<file path="config.mk">
export PLATFORM = sky130hd
export DESIGN_NAME = pc_sequencer_flat
export DESIGN_NICKNAME = d
export VERILOG_FILES = /design/src/rtl/pc_sequencer_if.sv /design/src/rtl/pc_sequencer.sv /design/src/flat_wrapper.sv
export SDC_FILE = /design/constraint.sdc
export NUM_CORES = 1
export LEC_CHECK = 0
export BUFFER_PORTS_ARGS = -buffer_cell sky130_fd_sc_hd__buf_2
export CAP_MARGIN = 40
export CORE_ASPECT_RATIO = 1.1
export CORE_MARGIN = 1
export CORE_UTILIZATION = 47
export CTS_CLUSTER_SIZE = 24
export DETAILED_ROUTE_END_ITERATION = 16
export PLACE_DENSITY = 0.84
export SYNTH_ARGS = -nofsm -noshare
export SYNTH_HDL_FRONTEND = slang
export SYNTH_SLANG_ARGS = --single-unit
</file>
<file path="constraint.sdc">
create_clock -name clk -period 2.7 [get_ports clk]
set_clock_uncertainty 0.1 [all_clocks]
set_input_delay 0.54 -clock clk [delete_from_list [all_inputs] [get_ports clk]]
set_output_delay 0.54 -clock clk [all_outputs]
set_load 0.005 [all_outputs]
</file>
<file path="src/rtl/pc_sequencer_if.sv">
// -----------------------------------------------------------------------------
// pc_sequencer_if
// Instruction-fetch bus between the program-counter sequencer and memory.
//   fetch_req   : request, high while the sequencer is fetching
//   fetch_addr  : fetch address, held stable until fetch_ready
//   fetch_ready : memory accepts the request
//   rdata_valid : fetched instruction has returned
// Modports: master (sequencer side), slave (memory side).
// -----------------------------------------------------------------------------
interface pc_sequencer_if #(
   parameter int WIDTH = 8
) ();
   logic             fetch_req;
   logic [WIDTH-1:0] fetch_addr;
   logic             fetch_ready;
   logic             rdata_valid;

   modport master (
      output fetch_req,
      output fetch_addr,
      input  fetch_ready,
      input  rdata_valid
   );

   modport slave (
      input  fetch_req,
      input  fetch_addr,
      output fetch_ready,
      output rdata_valid
   );
endinterface

</file>
<file path="src/rtl/pc_sequencer.sv">
// -----------------------------------------------------------------------------
// pc_sequencer
// Program-counter sequencer: fetches one instruction at a time over the fetch
// bus, then in DECIDE picks the next pc (irq > jump > call > ret > increment).
// Calls and interrupts push the return address onto a small return stack.
//
// Optional feature macro: PC_SEQ_STACK_EN
//   defined   : return stack present, stack_err reports overflow/underflow
//   undefined : no stack; call acts as jump, irq jumps without push,
//               ret acts as increment, stack_err tied to 0
//
// Parameters: WIDTH (pc width), DEPTH (stack entries, power of two >= 2),
//             RESET_PC (pc after reset), IRQ_VEC (interrupt target)
// Ports:
//   clk, reset_n          : clock, asynchronous active-low reset
//   run                   : start fetching from IDLE or HALT
//   halt_req              : enter HALT after the current instruction commits
//   bus                   : fetch bus (master side)
//   jump_req / jump_addr  : jump redirect
//   call_req / call_addr  : call redirect
//   ret_req               : return redirect
//   irq_req               : interrupt request
//   pc                    : current program counter
//   halted                : high in HALT
//   stack_err             : sticky stack overflow/underflow flag
// -----------------------------------------------------------------------------
module pc_sequencer #(
   parameter int               WIDTH    = 8,
   parameter int               DEPTH    = 4,
   parameter logic [WIDTH-1:0] RESET_PC = '0,
   parameter logic [WIDTH-1:0] IRQ_VEC  = WIDTH'(8'hF0)
) (
   input  logic                 clk,
   input  logic                 reset_n,
   input  logic                 run,
   input  logic                 halt_req,
   pc_sequencer_if.master       bus,
   input  logic                 jump_req,
   input  logic [WIDTH-1:0]     jump_addr,
   input  logic                 call_req,
   input  logic [WIDTH-1:0]     call_addr,
   input  logic                 ret_req,
   input  logic                 irq_req,
   output logic [WIDTH-1:0]     pc,
   output logic                 halted,
   output logic                 stack_err
);

   localparam logic [2:0] S_IDLE   = 3'd0;
   localparam logic [2:0] S_FETCH  = 3'd1;
   localparam logic [2:0] S_WAIT   = 3'd2;
   localparam logic [2:0] S_DECIDE = 3'd3;
   localparam logic [2:0] S_HALT   = 3'd4;

   if ((DEPTH < 2) || ((DEPTH & (DEPTH - 1)) != 0)) begin : g_depth_check
      $error("pc_sequencer: DEPTH must be a power of two and at least 2");
   end

   logic [2:0]       state, state_nxt;
   logic [WIDTH-1:0] pc_q, pc_nxt, pc_inc;
   logic             decide;

   assign decide = (state == S_DECIDE);
   assign pc_inc = pc_q + WIDTH'(1);   // wraps all-ones to zero

`ifdef PC_SEQ_STACK_EN
   localparam int AW = $clog2(DEPTH);

   logic [WIDTH-1:0] stack_mem [DEPTH];
   logic [AW:0]      sp;               // number of valid entries, 0..DEPTH
   logic             stack_empty, stack_full;
   logic [WIDTH-1:0] stack_top;
   logic             want_push, want_pop, err_set, stack_err_q;

   assign stack_empty = (sp == '0);
   assign stack_full  = (sp == (AW+1)'(DEPTH));
   assign stack_top   = stack_mem[sp[AW-1:0] - AW'(1)];
`endif

   // Next-state logic.
   // NOTE: every signal driven here gets a default first so no latch is inferred.
   always_comb begin
      state_nxt = state;
      case (state)
         S_IDLE, S_HALT: if (run)             state_nxt = S_FETCH;
         S_FETCH:        if (bus.fetch_ready) state_nxt = S_WAIT;
         S_WAIT:         if (bus.rdata_valid) state_nxt = S_DECIDE;
         S_DECIDE:       state_nxt = halt_req ? S_HALT : S_FETCH;
         default:        state_nxt = S_IDLE;
      endcase
   end

   // Redirect selection; only consumed while in DECIDE.
   always_comb begin
      pc_nxt = pc_inc;
`ifdef PC_SEQ_STACK_EN
      want_push = 1'b0;
      want_pop  = 1'b0;
      err_set   = 1'b0;
`endif
      if (irq_req) begin
         pc_nxt = IRQ_VEC;
`ifdef PC_SEQ_STACK_EN
         want_push = 1'b1;
`endif
      end else if (jump_req) begin
         pc_nxt = jump_addr;
      end else if (call_req) begin
         pc_nxt = call_addr;
`ifdef PC_SEQ_STACK_EN
         want_push = 1'b1;
`endif
      end else if (ret_req) begin
`ifdef PC_SEQ_STACK_EN
         if (stack_empty) begin
            pc_nxt  = pc_inc;   // underflow: fall through to the next instruction
            err_set = 1'b1;
         end else begin
            pc_nxt   = stack_top;
            want_pop = 1'b1;
         end
`else
         pc_nxt = pc_inc;
`endif
      end
`ifdef PC_SEQ_STACK_EN
      // Overflow drops the push but the redirect above is still taken.
      if (want_push && stack_full) err_set = 1'b1;
`endif
   end

   // NOTE: sequential state uses non-blocking assignments so every register
   // samples the pre-edge values of its neighbours.
   always_ff @(posedge clk or negedge reset_n) begin
      if (!reset_n) begin
         state <= S_IDLE;
         pc_q  <= RESET_PC;
      end else begin
         state <= state_nxt;
         if (decide) pc_q <= pc_nxt;
      end
   end

`ifdef PC_SEQ_STACK_EN
   always_ff @(posedge clk or negedge reset_n) begin
      if (!reset_n) begin
         sp          <= '0;
         stack_err_q <= 1'b0;
      end else if (decide) begin
         if (want_push && !stack_full) sp <= sp + (AW+1)'(1);
         else if (want_pop)            sp <= sp - (AW+1)'(1);
         if (err_set) stack_err_q <= 1'b1;
      end
   end

   // NOTE: stack storage has no reset; sp alone defines which entries are valid.
   always_ff @(posedge clk) begin
      if (decide && want_push && !stack_full)
         stack_mem[sp[AW-1:0]] <= pc_inc;
   end

   assign stack_err = stack_err_q;
`else
   assign stack_err = 1'b0;
`endif

   assign bus.fetch_req  = (state == S_FETCH);
   assign bus.fetch_addr = pc_q;
   assign pc             = pc_q;
   assign halted         = (state == S_HALT);

endmodule

</file>
<file path="src/flat_wrapper.sv">
// flat-port wrapper written by rule: the top's interface ports become plain ports
module pc_sequencer_flat 
#(
   parameter int               WIDTH    = 8,
   parameter int               DEPTH    = 4,
   parameter logic [WIDTH-1:0] RESET_PC = '0,
   parameter logic [WIDTH-1:0] IRQ_VEC  = WIDTH'(8'hF0)
)
  (clk, reset_n, run, halt_req, jump_req, jump_addr, call_req, call_addr, ret_req, irq_req, pc, halted, stack_err, bus_fetch_req, bus_fetch_addr, bus_fetch_ready, bus_rdata_valid);
  pc_sequencer_if #(.WIDTH(WIDTH)) bus_i ();
  input  logic clk;
  input  logic reset_n;
  input  logic run;
  input  logic halt_req;
  input  logic jump_req;
  input  logic [WIDTH-1:0] jump_addr;
  input  logic call_req;
  input  logic [WIDTH-1:0] call_addr;
  input  logic ret_req;
  input  logic irq_req;
  output logic [WIDTH-1:0] pc;
  output logic halted;
  output logic stack_err;
  output wire logic [$bits(bus_i.fetch_req)-1:0] bus_fetch_req;
  output wire logic [$bits(bus_i.fetch_addr)-1:0] bus_fetch_addr;
  input wire logic [$bits(bus_i.fetch_ready)-1:0] bus_fetch_ready;
  input wire logic [$bits(bus_i.rdata_valid)-1:0] bus_rdata_valid;
  assign bus_fetch_req = bus_i.fetch_req;
  assign bus_fetch_addr = bus_i.fetch_addr;
  assign bus_i.fetch_ready = bus_fetch_ready;
  assign bus_i.rdata_valid = bus_rdata_valid;
  pc_sequencer #(.WIDTH(WIDTH), .DEPTH(DEPTH), .RESET_PC(RESET_PC), .IRQ_VEC(IRQ_VEC)) u_core (.clk(clk), .reset_n(reset_n), .run(run), .halt_req(halt_req), .bus(bus_i), .jump_req(jump_req), .jump_addr(jump_addr), .call_req(call_req), .call_addr(call_addr), .ret_req(ret_req), .irq_req(irq_req), .pc(pc), .halted(halted), .stack_err(stack_err));
endmodule
</file>
==> impl_results.md, run 1 <==
* Drt initial violations at 17
* Sequential cell area at approximately 280 um^2
* Mux contribution to synthesized area at 0.0363
* Vias in the first global route at about 740
* Area occupied by multi-input gates at ~440 um^2
* Post-Syn Nets at 123
* Overall fraction of global-route tracks in use at 0.213
* Ports at 45
* Die ar. at between 1500 and 2000 um^2
* TritonCTS Sinks at 11
* Hpwl dp at approximately 1300 um
* CTS Buf Count at 3
* Tmin final at 1890 ps
* Crit path to: u_core.bus.fetch_addr[4]$_DFFE_PN0N_
* Worst skew pair latency at 280 ps
* Ant. Diodes at 0
* Worst Hold Class: primary input to asynchronous set/reset pin
* Data required, critical path at roughly 2800 ps
* Area contributors post-synth: dfrtp_1 (33%), buf_4 (8.2%), a21oi_1 (4.2%)
* Grt ovf at 0
* Synth Register Bits at 11
* R2R setup slack at approximately 810 ps
* Core footprint at around 1600 um^2
* Final Hold Fails at 0
* Net count, final at between 150 and 200
* Final setup vio count at 0
* Fillers at 150
* Post-synthesis cell type count at 38
* DR vias at roughly 800
* Worst r2r path cells at 4
* Main combinational cell family by area after synthesis: compound AO/OA/AOI/OAI gates
* Routed length per placed instance at around 13 um
* Routed vias/inst at approximately 5.7
* Placed insts at ~140
* Die width at 42.0 um
* Leak Pwr at just under 0.5 nW
* Worst r2r dst: u_core.bus.fetch_addr[4]$_DFFE_PN0N_
* Post-Synth Simple-Gate Area at 0.218
* Setup_tns at 0 ps
* Max_cap viols at 0
* Initial antenna violation count at 0
* Mean Syn Cell Area at about 8.6 um^2
* Post-synthesis compound-gate area fraction at 0.237
* Crit start category: flop
* Synth area leader: dfrtp_1
* Setup bufs post-CTS at 0
* TritonCTS clock tree: built
* Post-cts hold buffer count at 0
* RSZ-0062 raised after global routing: false
* Clk buf depth at 2
* Worst Path Arrival at just under 2000 ps
* Ys Warns at 0
* Top_reg_cell synth: dfrtp_1
* Drt pass-1 iters at 4
* Resized cells post-CTS at 0
* Global-route wire length before repair at approximately 3100 um
* Worst Setup End Kind: flop
* Number of cells in the finished layout apart from fillers at between 100 and 150
* GPL Wtd Cong at approximately 0.8
* R2R Path Start: u_core.state[1]$_DFFE_PN0P_
* Max VDD drop at about 0.41 mV
* Critical path fanouts, max at 17
* Register area share after synthesis at 0.332
* Post-synth EDFFs at 0
* Core Rows at 15
* Worst Max-Slew Pin Slew at 629 ps
* Synth Area in Adders at 0.0151
* Total Routed Length at approximately 1900 um
* DIE HEIGHT at about 46 um
* Final design utilization at 0.610
* Slew margin rel. at 0.580
* Pin count of the biggest net entering global routing at 18
* FMAX at about 0.53 GHz
* Initial Utilization at 0.513
* Critical Path Source: u_core.state[1]$_DFFE_PN0P_
* Final Slew Violations at 0
* Asr flop ratio synth at 1.00
* Period utilisation layout at 0.698
* Post-Synth XOR/XNOR Area at 0.0211
* Crit Path Class: flop to flop
* Share of cells above drive strength 1 at 0.375
* Share of the synthesized area in the top cell type at 0.332
* Post-Syn Instances at between 90 and 100
* Port Buffer Count at 42
* Root buffer cell: clkbuf_4
* Netlist Area Pre-Place at a little over 800 um^2
* Area grow syn2layout at 18.9%
* Antenna Nets Post-Route at 0
* Status: finished, final reports clean
* H-tree levels at 1
* Remaining DRCs at 0
* Pwr dens at about 840 nW/um^2
* Worst-path clk slew at about 70 ps
## layer usage
metal | GRT usage | vias to the layer above | part of all wire
met1 | 0.267 | 371 | 0.44
met4 | 0.113 | 0 | 0.023
met3 | 0.0357 | 5 | 0.060
met2 | 0.356 | 40 | 0.48
li1 | - | 404 | -
met5 | 0 | - | 0
## flip-flops by register name, indices dropped and copies added (netlist names)
signal,cells
u_core.bus.fetch_addr,8
u_core.state,3
## Yosys cell counts (all sizes together) (3+ instances only)
cell,instances
a21oi,7
a22o,3
buf,11
clkbuf,3
dfrtp,11
inv,3
mux2i,3
nand2,5
nand3b,3
nor2,7
nor3,3
o21ai,8
## layout by cell type, fill, tap and decap left out, types with 3 or more instances in the layout
cell | netlist | layout
clkbuf_4 | 0 | 3
nor2_1 | 7 | 7
dfrtp_1 | 11 | 11
nand3b_1 | 3 | 3
buf_2 | 0 | 42
a21oi_1 | 7 | 7
nor3_1 | 3 | 3
o21ai_0 | 6 | 6
nand2_1 | 5 | 5
mux2i_1 | 3 | 3
inv_1 | 3 | 3
## metrics by stage
stage / hold WS, ps / setup slack (ps) / power, mW / instance area (um^2)
floorplan: 144 / 1020 / 0.620 / 828
global placement: 322 / 897 / 0.691 / 958
detailed placement: 327 / 867 / 0.709 / 958
CTS: 28.8 / 861 / 0.829 / 985
global route: 39.0 / 724 / 0.899 / 985
finish: 21.6 / 815 / 0.824 / 985
## worst max-delay path, cell delays in order (launching register included)
cell      delay, ps
dfrtp_1         490
nand3b_1        500
nor2_1          420
o211ai_1        140
o21a_1          130
## area by class of cell
| class | count | share of cell area |
|---|---|---|
| Clock buffer | 4 | 0.0267 |
| Inverter | 3 | 0.0114 |
| Multi-Input combinational cell | 68 | 0.447 |
| Sequential cell | 11 | 0.280 |
| Tap cell | 17 | 0.0216 |
| Timing Repair Buffer | 42 | 0.213 |
## power by group
part           internal [mW]  total (mW)  switching, mW
Sequential             0.236       0.342          0.106
Combinational          0.201       0.367          0.167
Clock                 0.0574       0.115         0.0580
Total                  0.494       0.824          0.330
## how the worst min path moves through the flow
stage / to
floorplan: u_core.bus.fetch_addr[0]$_DFFE_PN0N_
global placement: u_core.bus.fetch_addr[6]$_DFFE_PN0N_
detailed placement: u_core.bus.fetch_addr[7]$_DFFE_PN0N_
CTS: u_core.bus.fetch_addr[7]$_DFFE_PN0N_
global route: u_core.bus.fetch_addr[6]$_DFFE_PN0N_
finish: u_core.bus.fetch_addr[6]$_DFFE_PN0N_
## logic make-up after synthesis
| family | Yosys count |
|---|---|
| and+or+nand+nor | 32 |
| muxes | 3 |
| other | 1 |
| AOI/OAI and AO/OA | 29 |
| xor gates and xnor gates | 2 |
| adders and majority gates | 1 |
| DFF | 11 |
| buffers and inverters | 17 |
No activity file was read; power rests on OpenSTA's default activity.
==> run 2, diff against run 1 <==
--- a/config.mk
+++ b/config.mk
@@ -9,10 +9,10 @@
 export CAP_MARGIN = 40
 export CORE_ASPECT_RATIO = 1.1
 export CORE_MARGIN = 1
-export CORE_UTILIZATION = 47
+export CORE_UTILIZATION = 39
 export CTS_CLUSTER_SIZE = 24
 export DETAILED_ROUTE_END_ITERATION = 16
-export PLACE_DENSITY = 0.84
+export PLACE_DENSITY = 0.74
 export SYNTH_ARGS = -nofsm -noshare
 export SYNTH_HDL_FRONTEND = slang
 export SYNTH_SLANG_ARGS = --single-unit
==> constraint.sdc (replaced) <==
create_clock -name clk -period 1.69 [get_ports clk]
set_clock_uncertainty 0.1 [all_clocks]
set_input_delay 0.338 -clock clk [delete_from_list [all_inputs] [get_ports clk]]
set_output_delay 0.338 -clock clk [all_outputs]
set_load 0.005 [all_outputs]
==> impl_results.md, run 2 (same netlist as run 1, synthesis figures left out) <==
* Post-Layout Inst Area at around 1100 um^2
* Initial Utilization at 0.414
* Worst Hold End: u_core.state[2]$_DFFE_PN0P_
* RSZ-0062 raised after global routing: false
* Flop pwr share at 0.340
* Number of cells in the finished layout apart from fillers at 170
* Global-route wire length before repair at 3540 um
* Final Hold Fails at 0
* Routed vias/inst at between 5 and 6
* Setup_tns at 0 ps
* DR vias at 887
* Worst r2r dst: u_core.bus.fetch_addr[6]$_DFFE_PN0N_
* R2R Path Start: u_core.bus.fetch_addr[1]$_DFFE_PN0N_
* GPL Wtd Cong at around 0.86
* Fillers at 200
* DIE HEIGHT at about 50 um
* Crit path depth at 5
* Placed insts at around 160
* Pin count of the biggest net entering global routing at 16
* Share of cells above drive strength 1 at 0.458
* Final setup vio count at 0
* Pre-CTS setup slack at 27.1 ps
* Worst-path clk slew at approximately 80 ps
* Clk buf depth at 2
* Drt initial violations at 22
* Vias in the first global route at roughly 840
* CTS Buf Count at 3
* Switching pwr at around 590 uW
* Tmin final at 1610 ps
* Clock share of power at 0.123
* Ant. Diodes at 0
* Period utilisation layout at 0.955
* Antenna Nets Post-Route at 0
* Pwr dens at roughly 1300 nW/um^2
* Worst Setup End Kind: flop
* Core Rows at 17
* Setup ws final at around 76 ps
* Root buffer cell: clkbuf_4
* Worst Path Arrival at 1680 ps
* Crit start category: flop
* Slowest-stage cell, CP: dfrtp_1
* Buf/Inv on CP at 0
* Grt ovf at 0
* TritonCTS clock tree: built
* Final Slew Violations at 0
* Crit Path Class: flop to flop
* Overall fraction of global-route tracks in use at 0.214
* Port Buffer Count at 42
* Critical path cell sequence: ha_4 > nand4_4 > o21ai_2 > or3b_1 > a221o_1
* Initial antenna violation count at 0
* Delay-heaviest family, CP: simple AND/OR/NAND/NOR gates
* Max reg flops at 8
* Worst r2r path cells at 5
* Die ar. at about 2300 um^2
* Drt pass-1 iters at 10
* Core footprint at 2000 um^2
* Area after DPL at around 1000 um^2
* R2R setup slack at 80 ps
* Worst skew pair latency at 280 ps
* Routed length per placed instance at approximately 13 um
* TritonCTS Sinks at 11
* Critical path fanouts, max at 3
* Ports at 45
* CP max stage delay at just under 400 ps
* Area grow syn2layout at 37.5%
* H-tree levels at 1
* Max VDD drop at 0.694 mV
* Hold Path Cell Cnt at 3
* Leak Pwr at about 0.56 nW
* Most frequent cells in the layout: buf_2 (42), buf_4 (13), dfrtp_1 (11), a21oi_1 (7)
* Hold path start: halt_req
* Net count, final at 170
* Logic pwr share at 0.536
* Remaining DRCs at 2
* Sw Ratio at 0.392
* Int Pwr at 915 uW
* Commonest non-fill, non-tap cell in the layout: buf_2
* Max_cap viols at 0
* Failing checks: DRC
* FMAX at 0.620 GHz
* Hold WS at 216 ps
* Total Routed Length at about 2200 um
* Hpwl dp at between 1500 and 2000 um
* Worst Hold Class: primary input to flop
* Data required, critical path at approximately 1800 ps
* Die width at between 40 and 50 um
* Status: finished, violations left
-- run 2: cell types whose count changed in the layout (fill, tap and decap cells not counted), sizes merged --
cell / delta
dlygate4sd3: +1
buf: +13
-- run 2: cell type report --
class / instances / area (um^2) / share of cell area
inverter: 3 / 11.3 / 0.00989
multi-input combinational: 68 / 473 / 0.415
tap: 28 / 35.0 / 0.0308
sequential: 11 / 275 / 0.242
timing repair buffer: 56 / 318 / 0.279
clock buffer: 4 / 26.3 / 0.0231
-- run 2: worst max path at each step --
stage,startpoint,endpoint
floorplan,u_core.bus.fetch_addr[0]$_DFFE_PN0N_,u_core.bus.fetch_addr[6]$_DFFE_PN0N_
global placement,u_core.bus.fetch_addr[0]$_DFFE_PN0N_,u_core.bus.fetch_addr[6]$_DFFE_PN0N_
global route,u_core.bus.fetch_addr[1]$_DFFE_PN0N_,u_core.bus.fetch_addr[6]$_DFFE_PN0N_
CTS,u_core.state[1]$_DFFE_PN0P_,halted
finish,u_core.bus.fetch_addr[1]$_DFFE_PN0N_,u_core.bus.fetch_addr[6]$_DFFE_PN0N_
detailed placement,u_core.bus.fetch_addr[0]$_DFFE_PN0N_,u_core.bus.fetch_addr[6]$_DFFE_PN0N_
-- run 2: power by group through the flow --
stage | combinational [mW] | clock (mW) | sequential, mW
after global routing | 0.903 | 0.214 | 0.535
after detailed placement | 0.754 | 0 | 0.496
after floorplan | 0.472 | 0 | 0.518
after CTS | 0.759 | 0.188 | 0.491
after global placement | 0.725 | 0 | 0.488
final | 0.808 | 0.185 | 0.512
-- run 2: stage by stage --
step,power [mW],utilization
2_1_floorplan,0.990,-
3_3_place_gp,1.21,0.524
3_5_place_dp,1.25,0.524
4_1_cts,1.44,0.542
5_1_grt,1.65,0.569
6_report,1.51,0.569
-- run 2: repair_timing --
| action | 4_1_cts | 5_1_grt |
|---|---|---|
| endpoints found under the setup margin | 0 | 4 |
| endpoints found under the hold margin | 11 | 0 |
| hold buffers | 1 | 0 |
| resized for setup | 0 | 6 |
| setup buffers | 0 | 3 |
-- run 2: metal layers --
metal,part of all wire,vias up,track usage
met5,0,-,0
met4,0.011,0,0.0784
met3,0.087,6,0.0791
met2,0.49,45,0.347
met1,0.41,403,0.249
li1,-,433,-
-- run 2: tightest hold or removal path: cells and delay by family --
family	cells	cell delay, ps
buffers and inverters	2	140
AO/OA/AOI/OAI	1	60
